--- config.mk ---
export PLATFORM = sky130hd
export DESIGN_NAME = ram_arbiter
export DESIGN_NICKNAME = d
export VERILOG_FILES = /design/src/rtl/ram_arb_pkg.sv /design/src/rtl/rr_arbiter2.sv /design/src/rtl/ram_arbiter.sv
export SDC_FILE = /design/constraint.sdc
export NUM_CORES = 1
export LEC_CHECK = 0
export ABC_AREA = 1
export BUFFER_PORTS_ARGS = -buffer_cell sky130_fd_sc_hd__buf_4
export CORE_MARGIN = 5
export CORE_UTILIZATION = 50
export CTS_BUF_LIST = sky130_fd_sc_hd__clkbuf_8 sky130_fd_sc_hd__clkbuf_16
export CTS_CLUSTER_DIAMETER = 120
export CTS_CLUSTER_SIZE = 40
export DETAILED_ROUTE_END_ITERATION = 12
export PLACE_DENSITY = 0.88
export SKIP_LAST_GASP = 1
export SYNTH_ARGS = -nofsm -noshare
export SYNTH_HDL_FRONTEND = slang
export SYNTH_SLANG_ARGS = --single-unit
--- constraint.sdc ---
create_clock -name clk_i -period 1.95 [get_ports clk_i]
set_input_delay 0 -clock clk_i [delete_from_list [all_inputs] [get_ports clk_i]]
set_output_delay 0 -clock clk_i [all_outputs]
set_load 0.02 [all_outputs]
--- src/rtl/ram_arb_pkg.sv ---
// ram_arb_pkg: state encoding, port indices and a small grant helper shared by
// ram_arbiter and rr_arbiter2.
package ram_arb_pkg;

   typedef enum logic [2:0] {
      StIdle,
      StWrite,
      StRead,
      StRdWait,
      StRdDone
   } arb_state_e;

   localparam logic Port0 = 1'b0;
   localparam logic Port1 = 1'b1;

   // Port index of a one-hot two-port grant vector.
   function automatic logic onehot_to_port(input logic [1:0] gnt);
      return gnt[Port1];
   endfunction

endpackage

--- src/rtl/rr_arbiter2.sv ---
// rr_arbiter2: two-port grant selection. Round-robin by default: on a tie the
// port not granted last wins. Defining RAM_ARB_FIXED_PRIO_EN makes port 0 win
// every tie, and the last-granted input disappears.
module rr_arbiter2
   import ram_arb_pkg::*;
(
   input  logic [1:0] req_i,
`ifndef RAM_ARB_FIXED_PRIO_EN
   input  logic       last_i,  // 1 = port 1 granted last
`endif
   output logic [1:0] gnt_o
);

   // One-hot grant from the current request pair.
   always_comb begin
      gnt_o = 2'b00;
      unique case (req_i)
         2'b01: gnt_o[Port0] = 1'b1;
         2'b10: gnt_o[Port1] = 1'b1;
         2'b11: begin
`ifdef RAM_ARB_FIXED_PRIO_EN
            gnt_o[Port0] = 1'b1;
`else
            if (last_i == Port1) begin
               gnt_o[Port0] = 1'b1;
            end else begin
               gnt_o[Port1] = 1'b1;
            end
`endif
         end
         default: gnt_o = 2'b00;
      endcase
   end

endmodule

--- src/rtl/ram_arbiter.sv ---
// ram_arbiter: shares one single-port synchronous RAM between two requesters.
// Writes ack one cycle after the grant, reads three cycles after it. All
// RAM-side and requester-side outputs are registered. Optional build macro
// RAM_ARB_FIXED_PRIO_EN selects fixed port-0 priority instead of round-robin.
module ram_arbiter
   import ram_arb_pkg::*;
#(
   parameter int unsigned N = 4,
   parameter int unsigned M = 4
) (
   input  logic         clk_i,
   input  logic         rst_ni,
   input  logic [1:0]   req_i,
   input  logic [1:0]   we_i,
   input  logic [N-1:0] addr0_i,
   input  logic [N-1:0] addr1_i,
   input  logic [M-1:0] wdata0_i,
   input  logic [M-1:0] wdata1_i,
   output logic [1:0]   ack_o,
   output logic [M-1:0] rdata0_o,
   output logic [M-1:0] rdata1_o,
   output logic         busy_o,
   output logic [N-1:0] ram_addr_o,
   output logic [M-1:0] ram_wdata_o,
   output logic         ram_wren_o,
   output logic         ram_rden_o,
   input  logic [M-1:0] ram_rdata_i
);

   arb_state_e   state_q;
   logic         port_q;
   logic [N-1:0] addr_q;
   logic [M-1:0] wdata_q;
   logic         wren_q;
   logic         rden_q;
   logic [1:0]   ack_q;
   logic [M-1:0] rdata0_q;
   logic [M-1:0] rdata1_q;
   logic [1:0]   gnt;
   logic         gnt_port;

`ifndef RAM_ARB_FIXED_PRIO_EN
   logic         last_q;
`endif

   rr_arbiter2 u_arb (
      .req_i  (req_i),
`ifndef RAM_ARB_FIXED_PRIO_EN
      .last_i (last_q),
`endif
      .gnt_o  (gnt)
   );

   assign gnt_port = onehot_to_port(gnt);

`ifndef RAM_ARB_FIXED_PRIO_EN
   // Remember the most recent grant; reset favours port 0 for the first tie.
   always_ff @(posedge clk_i or negedge rst_ni) begin
      if (!rst_ni) begin
         last_q <= Port1;
      end else if (state_q == StIdle && gnt != 2'b00) begin
         last_q <= gnt_port;
      end
   end
`endif

   // Transaction FSM; enables and acks are set on entry to their state so they
   // come straight from flops.
   always_ff @(posedge clk_i or negedge rst_ni) begin
      if (!rst_ni) begin
         state_q  <= StIdle;
         port_q   <= Port0;
         addr_q   <= '0;
         wdata_q  <= '0;
         wren_q   <= 1'b0;
         rden_q   <= 1'b0;
         ack_q    <= 2'b00;
         rdata0_q <= '0;
         rdata1_q <= '0;
      end else begin
         unique case (state_q)
            StIdle: begin
               if (gnt != 2'b00) begin
                  port_q  <= gnt_port;
                  addr_q  <= (gnt_port == Port1) ? addr1_i : addr0_i;
                  wdata_q <= (gnt_port == Port1) ? wdata1_i : wdata0_i;
                  if (we_i[gnt_port]) begin
                     state_q <= StWrite;
                     wren_q  <= 1'b1;
                     ack_q   <= gnt;
                  end else begin
                     state_q <= StRead;
                     rden_q  <= 1'b1;
                  end
               end
            end
            StWrite: begin
               state_q <= StIdle;
               wren_q  <= 1'b0;
               ack_q   <= 2'b00;
            end
            StRead: begin
               state_q <= StRdWait;
               rden_q  <= 1'b0;
            end
            StRdWait: begin
               // RAM data is valid now, one cycle after the read enable.
               state_q       <= StRdDone;
               ack_q[port_q] <= 1'b1;
               if (port_q == Port1) begin
                  rdata1_q <= ram_rdata_i;
               end else begin
                  rdata0_q <= ram_rdata_i;
               end
            end
            StRdDone: begin
               state_q <= StIdle;
               ack_q   <= 2'b00;
            end
            default: state_q <= StIdle;
         endcase
      end
   end

   assign busy_o      = (state_q != StIdle);
   assign ack_o       = ack_q;
   assign rdata0_o    = rdata0_q;
   assign rdata1_o    = rdata1_q;
   assign ram_addr_o  = addr_q;
   assign ram_wdata_o = wdata_q;
   assign ram_wren_o  = wren_q;
   assign ram_rden_o  = rden_q;

endmodule

==> results of run 1 <==
-- critical path, delay by kind of cell, from the launching register on --
family          cells  cell delay [ns]
compound gates      2             0.40
simple gates        2             0.39
buf+inv             1             0.27
flops               1             0.55
-- logic make-up after synthesis --
logic type / after synthesis
AOI/OAI and AO/OA: 33
and+or+nand+nor: 66
DFF: 25
buffers and inverters: 17
-- metrics by stage --
step | hold WS (ns) | setup slack [ns] | utilization (%) | power, mW | instances
floorplan | -0.2956 | 0.7178 | - | 1.853 | 141
global placement | -0.08314 | 0.5026 | 69.19 | 2.342 | 213
detailed placement | -0.08067 | 0.3940 | 69.19 | 2.398 | 213
CTS | 0.002932 | 0.3705 | 73.00 | 2.704 | 221
global route | 0.003184 | 0.1637 | 73.00 | 2.906 | 221
finish | 0.004206 | 0.2054 | 73.00 | 2.699 | 221
-- cells in the final DEF, fill, tap and decap left out --
cell type / count
inv_1: 16
a21boi_0: 1
buf_4: 46
clkbuf_8: 3
o21ai_0: 18
a21oi_2: 1
nand2_1: 41
dlygate4sd3_1: 4
nand3_1: 8
nand3b_1: 1
a21oi_1: 1
nor2_2: 1
nor2_4: 2
dfstp_2: 1
dfrtp_1: 24
nand3_2: 1
o21ai_2: 6
o21ai_1: 6
nor2_1: 11
nand2_2: 1
-- sequential cells by signal, summed over array words and instances (netlist names) --
| name | flops |
|---|---|
| port_q | 1 |
| last_q | 1 |
| ack_o | 2 |
| ram_rden_o | 1 |
| state_q | 3 |
| ram_wdata_o | 4 |
| ram_addr_o | 4 |
| rdata1_o | 4 |
| ram_wren_o | 1 |
| rdata0_o | 4 |
-- cell type report --
type	count	area (µm²)	area share [%]
Sequential cell	25	626.9	38.45
Inverter	15	56.30	3.454
Multi-Input combinational cell	99	481.7	29.55
Tap cell	28	35.03	2.149
Clock inverter	1	3.754	0.2302
Timing Repair Buffer	50	385.4	23.64
Clock buffer	3	41.29	2.533
-- routing by layer --
metal | track usage, % | vias to the layer above
met5 | 0 | -
met4 | 6.796 | 0
met3 | 4.605 | 8
met2 | 33.33 | 43
met1 | 22.78 | 539
li1 | - | 558
-- power groups by stage --
stage	logic (mW)	clock network, mW	registers [mW]
after floorplan	0.661	0	1.19
after global placement	1.39	0	0.955
after detailed placement	1.43	0	0.967
after CTS	1.44	0.304	0.960
after global routing	1.58	0.329	0.998
final	1.44	0.300	0.962
-- worst max-delay path by stage --
stage,startpoint,end,slack (ns),cells past startpoint
2_1_floorplan,last_q,ack_o[1],0.72,8
3_3_place_gp,last_q,ram_wdata_o[0],0.50,5
3_5_place_dp,last_q,ack_o[1],0.39,7
4_1_cts,last_q,ack_o[1],0.37,7
5_1_grt,last_q,ram_wdata_o[1],0.16,5
6_report,last_q,ram_wdata_o[1],0.21,5
==> metrics.txt, run 1 <==
CP Capture Type=flip-flop; Critical R2R Capture=ram_wdata_o[1]; WHS Endpoint=rdata1_o[2]; Worst Path Required=between 2 and 2.5 ns; synthesized flop and latch total=25; wire per inst=about 14 µm; vias in the first global route=~1,100; Yosys top cell area share=50.74%; RSZ-0062 raised after global routing=no; Rel. slew slack=between 70 and 80%; Seq pwr share=35.6%; Post-synth EDFFs=0; HP Class=input pin to flip-flop; post-synthesis cell area=approximately 1200 µm²; DR vias=approximately 1,100; Internal=about 1.5 mW; first-pass GRT wire length=around 5000 µm; Synth Area in Adders=0%; fill count=~180; sw power=between 1 and 1.5 mW; Logic pwr share=a little over half; worst-path fanout max=11; complex-gate fraction of the synthesized area=between 15 and 20%; Primary FF master, synth=dfrtp_1; CTS max path bufs=2; PwrDens=about 1700 nW/µm²; leak pwr=approximately 0.86 nW; Critical Path AT=approximately 1.9 ns; Via density=around 5.2; XOR/XNOR Fraction of Synth Area=0%; count leader, synth=nand2_1; fin crit share=approximately nine tenths; Hold Startpoint=ram_rdata_i[2]; Finished Cell Area=around 1600 µm²; Synthesis Warnings=0; layout cell share with drive strength beyond 1=between 30% and 40%; DRT iter0 DRCs=29; # IOs=47; Worst path max stage delay=0.55 ns; Synth Area in Simple Gates=24.31%; I/O Buffers=46; grt ovf=0; skew final=approximately 0.0035 ns; switching share of power=between 40% and 50%; # Post-CTS Setup Buffers=0; hold buffers post-CTS=4; met3 WL post-DR=218 µm; Die Footprint=3440 µm²; proportion of synthesized area in mux cells=0%; H-tree depth=1; post-synthesis sequential area ratio=a little over half; Worst-Skew Late Latency=approximately 0.27 ns; minimum clock period=1.745 ns; Synth top cells by count=41 x nand2_1, 24 x dfrtp_1, 18 x o21ai_0, 15 x inv_1, 11 x nor2_1; Syn Area/Cell=~8.4 µm²; post_cts resized=0; top post-synthesis cells by area=dfrtp_1 51%, nand2_1 13%, o21ai_0 7.6%; crit path max-delay cell type=dfstp_2; top routing layer used=met4; Syn Inst Count=141; CP cell instances=nand2_1 > nand2_1 > inv_1 > o21ai_0 > o21ai_0; R2R depth=5; Max VDD drop=approximately 1.2 mV; CTS tree=yes; hold path depth=3; fmax=573.2 MHz; detailed placement HPWL=~2300 µm; Synthesized Nets=between 150 and 200; max cap viols=0; root buffer cell=clkbuf_8; antenna fix cells=0; setup TNS=0 ns; run status=finished, final reports clean; WL met1=between 1000 and 1500 µm; r2r startpoint=last_q; Final ANT Viol Nets=0; # setup viols final=0; Max Slew Vio Count=0; R2R Setup Slk=0.21 ns; Final Hold Viols=0; RePlAce Congestion=roughly 0.78; Final Routed Wirelength=approximately 3000 µm; Die X=around 60 µm; Synth cell types=19; antenna violations before repair=0; CTS buffer count=3; largest net degree at the start of global routing=26; clk sink count=25; main combinational cell family by area after synthesis=simple AND/OR/NAND/NOR gates; P&R area growth vs syn=37.74%; row cnt=17; TritonRoute pass-1 iters=4; Synth async-reset ratio=100.0%; critical path class=flip-flop to flip-flop; Die H=58.66 µm; core area=about 2200 µm²; Tightest Pin Transition=0.3770 ns; residual DRC count=0; all-layer global routing usage=about a fifth; largest area contributor in the netlist=dfrtp_1; Placed Area=between 1500 and 2000 µm²; Final nets=220; met2 wire len=1539 µm; clock transition at the registers of the reported paths=0.08 ns; startpoint types=flip-flop; Clock power frac=between 10 and 15%; initial core utilization=about 53%
(Power assumes the default switching activity.)
==> run 2: changes to the inputs <==
--- a/config.mk
+++ b/config.mk
@@ -9,7 +9,6 @@
 export BUFFER_PORTS_ARGS = -buffer_cell sky130_fd_sc_hd__buf_4
 export CORE_MARGIN = 5
 export CORE_UTILIZATION = 50
-export CTS_BUF_LIST = sky130_fd_sc_hd__clkbuf_8 sky130_fd_sc_hd__clkbuf_16
 export CTS_CLUSTER_DIAMETER = 120
 export CTS_CLUSTER_SIZE = 40
 export DETAILED_ROUTE_END_ITERATION = 12
==> run 2 against run 1 <==
Effect of this change:
- clock skew decreased by 0.0011 ns
- sequential cell count stayed put
- die area is the same
- cell area grew 9.9%
- critical endpoint is now ram_addr_o[1]
- largest cell class unchanged
==> metrics.txt, run 2 (synthesis results as in run 1) <==
residual DRC count=0; run status=finished, final reports clean; footprint of the multi-input gates=about 480 µm²; row cnt=17; antenna violations before repair=0; Worst Path Required=around 2.2 ns; # IOs=between 40 and 50; I/O Buffers=46; first-pass GRT wire length=approximately 6000 µm; largest net degree at the start of global routing=26; Worst-Skew Late Latency=around 0.33 ns; setup TNS=0 ns; Die Footprint=between 3000 and 4000 µm²; Register Area=roughly 630 µm²; root buffer cell=clkbuf_4; crit path max-delay cell type=dfstp_2; grt ovf=0; leak pwr=around 0.92 nW; fin crit share=84.34%; PwrDens=between 1500 and 2000 nW/µm²; CTS max path bufs=2; fill count=about 140; minimum clock period=1.645 ns; # Post-CTS Setup Buffers=0; TritonRoute pass-1 iters=4; CP Capture Type=flip-flop; wire per inst=about 15 µm; Max Slew Vio Count=0; detailed placement HPWL=2285 µm; max cap viols=0; commonest cells after routing, fill and taps aside=46 x buf_4, 41 x nand2_1, 24 x dfrtp_1, 22 x dlygate4sd3_1, 18 x o21ai_0; Final ANT Viol Nets=0; Final Hold Viols=0; clk sink count=25; layout cell share with drive strength beyond 1=29.38%; Via density=5.297; Rel. slew slack=between 70 and 80%; Final nets=approximately 240; Die X=between 50 and 60 µm; # setup viols final=0; fmax=608.0 MHz; Worst path max stage delay=between 0.5 and 0.6 ns; initial core utilization=around 53%; antenna fix cells=0; critical path class=flip-flop to flip-flop; H-tree depth=1; RSZ-0062 raised after global routing=no; Final Routed Wirelength=roughly 3700 µm; P&R area growth vs syn=51.37%; DRT iter0 DRCs=just under 60; CP cell instances=nand2_1 > nand2_1 > inv_1 > o21ai_1 > o21ai_2; startpoint types=flip-flop; all-layer global routing usage=about 23%; most common cell after layout, fill and taps aside=buf_4; DR vias=1,266; CTS buffer count=3; Die H=58.66 µm; RePlAce Congestion=0.7783; Critical Path AT=~1.9 ns; final core utilization=between 80% and 90%; HP Class=input pin to flip-flop; Tightest Pin Transition=approximately 0.38 ns; core area=approximately 2200 µm²; vias in the first global route=about 1,400; Max VDD drop=roughly 1.2 mV; skew final=between 0.002 and 0.0025 ns; most used cell, CP=nand2_1; CTS tree=yes; worst-path fanout max=11; clock transition at the registers of the reported paths=0.14 ns
==> run 2: cell types whose count changed in the layout (fill, tap and decap cells not counted) <==
cell	previous run	this run
clkbuf_1	0	1
clkbuf_4	0	3
clkbuf_8	3	0
dlygate4sd3_1	4	22
inv_1	16	15
==> run 2: cell type report <==
class,count,area share [%]
timing repair buffer,68,31.56
multi-input combinational,99,26.89
sequential,25,34.99
tap,28,1.955
inverter,15,3.142
clock buffer,4,1.466
==> run 2: per-stage QoR <==
step	setup slack, ns	instance area (µm²)	std cells	hold slack, ns	power [mW]
floorplan	0.7178	1184	141	-0.2956	1.853
global placement	0.5026	1545	213	-0.08314	2.342
detailed placement	0.3940	1545	213	-0.08067	2.398
CTS	0.3702	1792	239	0.01028	2.663
global route	0.1934	1792	239	0.06053	2.900
finish	0.3053	1792	239	0.03676	2.720
==> run 2: path summary, 6_finish.rpt <==
check | to | slack, ns | from | cells past startpoint
worst min register to register | ram_rden_o | 0.49 | ram_rden_o | 2
min in group asynchronous | ram_wdata_o[0] | 0.09 | rst_ni | 2
worst max register to register | ram_addr_o[1] | 0.31 | last_q | 5
worst min-delay path | ram_rden_o | 0.04 | we_i[1] | 4
worst max-delay path | ram_addr_o[1] | 0.31 | last_q | 5
max in group asynchronous | last_q | 1.57 | rst_ni | 2
==> run 2: where the power goes <==
group / total, mW / switching (mW) / internal, mW
logic: 1.51 / 0.923 / 0.586
clock network: 0.243 / 0.162 / 0.0803
registers: 0.969 / 0.186 / 0.783
total: 2.72 / 1.27 / 1.45
==> run 2: timing repair <==
item                      in CTS  in global routing
hold endpoints to repair      42                  0
gates resized for setup        0                  0
hold buffers                  22                  0
==> run 2: metal layers <==
metal | vias up | part of all wire (%) | GRT usage (%)
met2 | 50 | 53 | 43.38
li1 | 594 | - | -
met5 | - | 0 | 0
met4 | 0 | 3.3 | 11.00
met1 | 610 | 37 | 24.44
met3 | 12 | 5.7 | 4.167
==> run 2: worst max-delay path, delay by kind of cell (launching register included) <==
kind	cells	cell delay, ns
DFF	1	0.57
and+or+nand+nor	2	0.38
AOI/OAI and AO/OA	2	0.32
buffers and inverters	1	0.27
==> run 3: changes to the inputs <==
--- a/config.mk
+++ b/config.mk
@@ -8,11 +8,11 @@
 export ABC_AREA = 1
 export BUFFER_PORTS_ARGS = -buffer_cell sky130_fd_sc_hd__buf_4
 export CORE_MARGIN = 5
-export CORE_UTILIZATION = 50
+export CORE_UTILIZATION = 47
 export CTS_CLUSTER_DIAMETER = 120
 export CTS_CLUSTER_SIZE = 40
 export DETAILED_ROUTE_END_ITERATION = 12
-export PLACE_DENSITY = 0.88
+export PLACE_DENSITY = 0.84
 export SKIP_LAST_GASP = 1
 export SYNTH_ARGS = -nofsm -noshare
 export SYNTH_HDL_FRONTEND = slang
==> constraint.sdc (replaced) <==
create_clock -name clk_i -period 1.6 [get_ports clk_i]
set_input_delay 0 -clock clk_i [delete_from_list [all_inputs] [get_ports clk_i]]
set_output_delay 0 -clock clk_i [all_outputs]
set_load 0.02 [all_outputs]
==> run 3 against run 2 <==
Effect of this change:
- largest power group unchanged
- sequential power grew 22%
- core utilization down 6.1 points
- combinational power up 20%
- clock skew hardly changed
- die area up 5.3%
- critical path type unchanged
- cell count rose by 1.3%
- register-to-register slack worse by 0.18 ns
- sequential share of layout area down 0.22 points
==> metrics.txt, run 3 (synthesis results as in run 1) <==
Final Hold Viols=0; Worst Path Required=~1.8 ns; WHS Endpoint=ram_rden_o; row cnt=18; Logic pwr share=between 50% and 60%; Tightest Pin Transition=about 0.35 ns; crit path max-delay cell type=dfrtp_1; Internal=about 1.8 mW; # Post-CTS Setup Buffers=0; Worst path max stage delay=around 0.47 ns; Final ANT Viol Nets=0; setup TNS=0 ns; antenna violations before repair=0; initial core utilization=roughly 49%; Critical Path AT=around 1.7 ns; Die H=about 60 µm; fill count=between 150 and 200; core area=2432 µm²; residual DRC count=0; post_cts resized=0; layout cell share with drive strength beyond 1=30.19%; DRT iter0 DRCs=51; RSZ-0062 raised after global routing=no; CTS buffer count=3; R2R depth=6; RePlAce Congestion=0.8162; minimum clock period=roughly 1.5 ns; critical path class=flip-flop to flip-flop; fin crit share=between 90% and 100%; CP cell instances=nor2_2 > nand2_2 > nor2_4 > inv_1 > nand2_1 > o21ai_2; max cap viols=0; Final Routed Wirelength=between 3000 and 4000 µm; detailed placement HPWL=between 2000 and 2500 µm; sw power=1.518 mW; R2R Setup Slk=between 0.1 and 0.15 ns; PwrDens=approximately 1800 nW/µm²; first-pass GRT wire length=5651 µm; largest net degree at the start of global routing=26; I/O Buffers=46; Seq pwr share=35.9%; HP Class=input pin to flip-flop; startpoint types=flip-flop; hold path depth=4; # IOs=47; H-tree depth=1; CP Capture Type=flip-flop; Rel. slew slack=between 70% and 80%; fmax=between 600 and 700 MHz; CTS max path bufs=2; Critical R2R Capture=ram_addr_o[3]; DR vias=between 1,000 and 1,500; Hold Startpoint=we_i[1]; Die X=approximately 60 µm; all-layer global routing usage=between 20% and 30%; grt ovf=0; Via density=5.120; Max Slew Vio Count=0; # setup viols final=0; antenna fix cells=0; leak pwr=0.9292 nW; Max VDD drop=~1.2 mV; switching share of power=about 46%; most common cell after layout, fill and taps aside=buf_4; run status=finished, final reports clean; wire per inst=approximately 15 µm; Final nets=around 240; clock transition at the registers of the reported paths=~0.15 ns; TritonRoute pass-1 iters=4; clk sink count=25; vias in the first global route=1,223; Worst-Skew Late Latency=between 0.3 and 0.4 ns; final core utilization=about three quarters; r2r startpoint=state_q[2]; Die Footprint=approximately 3600 µm²; Power Total=approximately 3.3 mW; commonest cells after routing, fill and taps aside=47 x buf_4, 41 x nand2_1, 24 x dfrtp_1, 22 x dlygate4sd3_1, 18 x o21ai_0; P&R area growth vs syn=52.33%; worst-path fanout max=13; skew final=between 0.002 and 0.0025 ns; CTS tree=yes; root buffer cell=clkbuf_4; Clock power frac=9.0%
run 3: area by class of cell:
cell class                 instances  area, µm²  share of cell area (%)
clock buffer                       3      22.52                   1.249
tap                               30      37.54                   2.082
inverter                          15      56.30                   3.123
multi-input combinational         99      481.7                   26.72
timing repair buffer              69      573.1                   31.78
sequential                        25      626.9                   34.77
clock inverter                     1      5.005                  0.2776
run 3: repair_timing:
item | in CTS | in global routing
hold buffers | 21 | 1
endpoints found under the setup margin | 0 | 0
endpoints found under the hold margin | 42 | 1
run 3: how the worst max path moves through the flow:
stage                           to       start
floorplan                 ack_o[1]      last_q
detailed placement  ram_wdata_o[1]  state_q[2]
global route         ram_addr_o[0]  state_q[2]
CTS                 ram_wdata_o[1]  state_q[2]
finish               ram_addr_o[3]  state_q[2]
global placement    ram_wdata_o[0]  state_q[2]
run 3: worst max-delay path: cells and delay by family, from the launching register on:
kind            cells  cell delay (ns)
compound gates      1             0.05
buf+inv             1             0.21
flops               1             0.47
simple gates        4             0.65
run 3: power groups by stage:
stage	clock network, mW	logic, mW	registers (mW)
CTS	0.293	1.80	1.17
global route	0.322	1.97	1.22
global placement	0	1.68	1.17
finish	0.297	1.81	1.18
detailed placement	0	1.75	1.18
floorplan	0	0.806	1.45
run 3: metal layers:
metal	share of wire, %	GRT usage (%)	vias up
li1	-	-	597
met1	39	24.39	574
met2	51	38.73	58
met3	7.2	3.672	10
met4	2.5	8.861	0
met5	0	0	-
run 3: metrics by stage:
| step | std cells | hold WS (ns) | worst slack (ns) | instance area, µm² |
|---|---|---|---|---|
| finish | 242 | 0.04474 | 0.1224 | 1803 |
| global route | 242 | 0.05221 | 0.05373 | 1803 |
| CTS | 241 | 0.01420 | 0.1604 | 1793 |
| detailed placement | 216 | -0.07613 | 0.1891 | 1555 |
| global placement | 216 | -0.08417 | 0.2479 | 1555 |
| floorplan | 141 | -0.2956 | 0.3678 | 1184 |
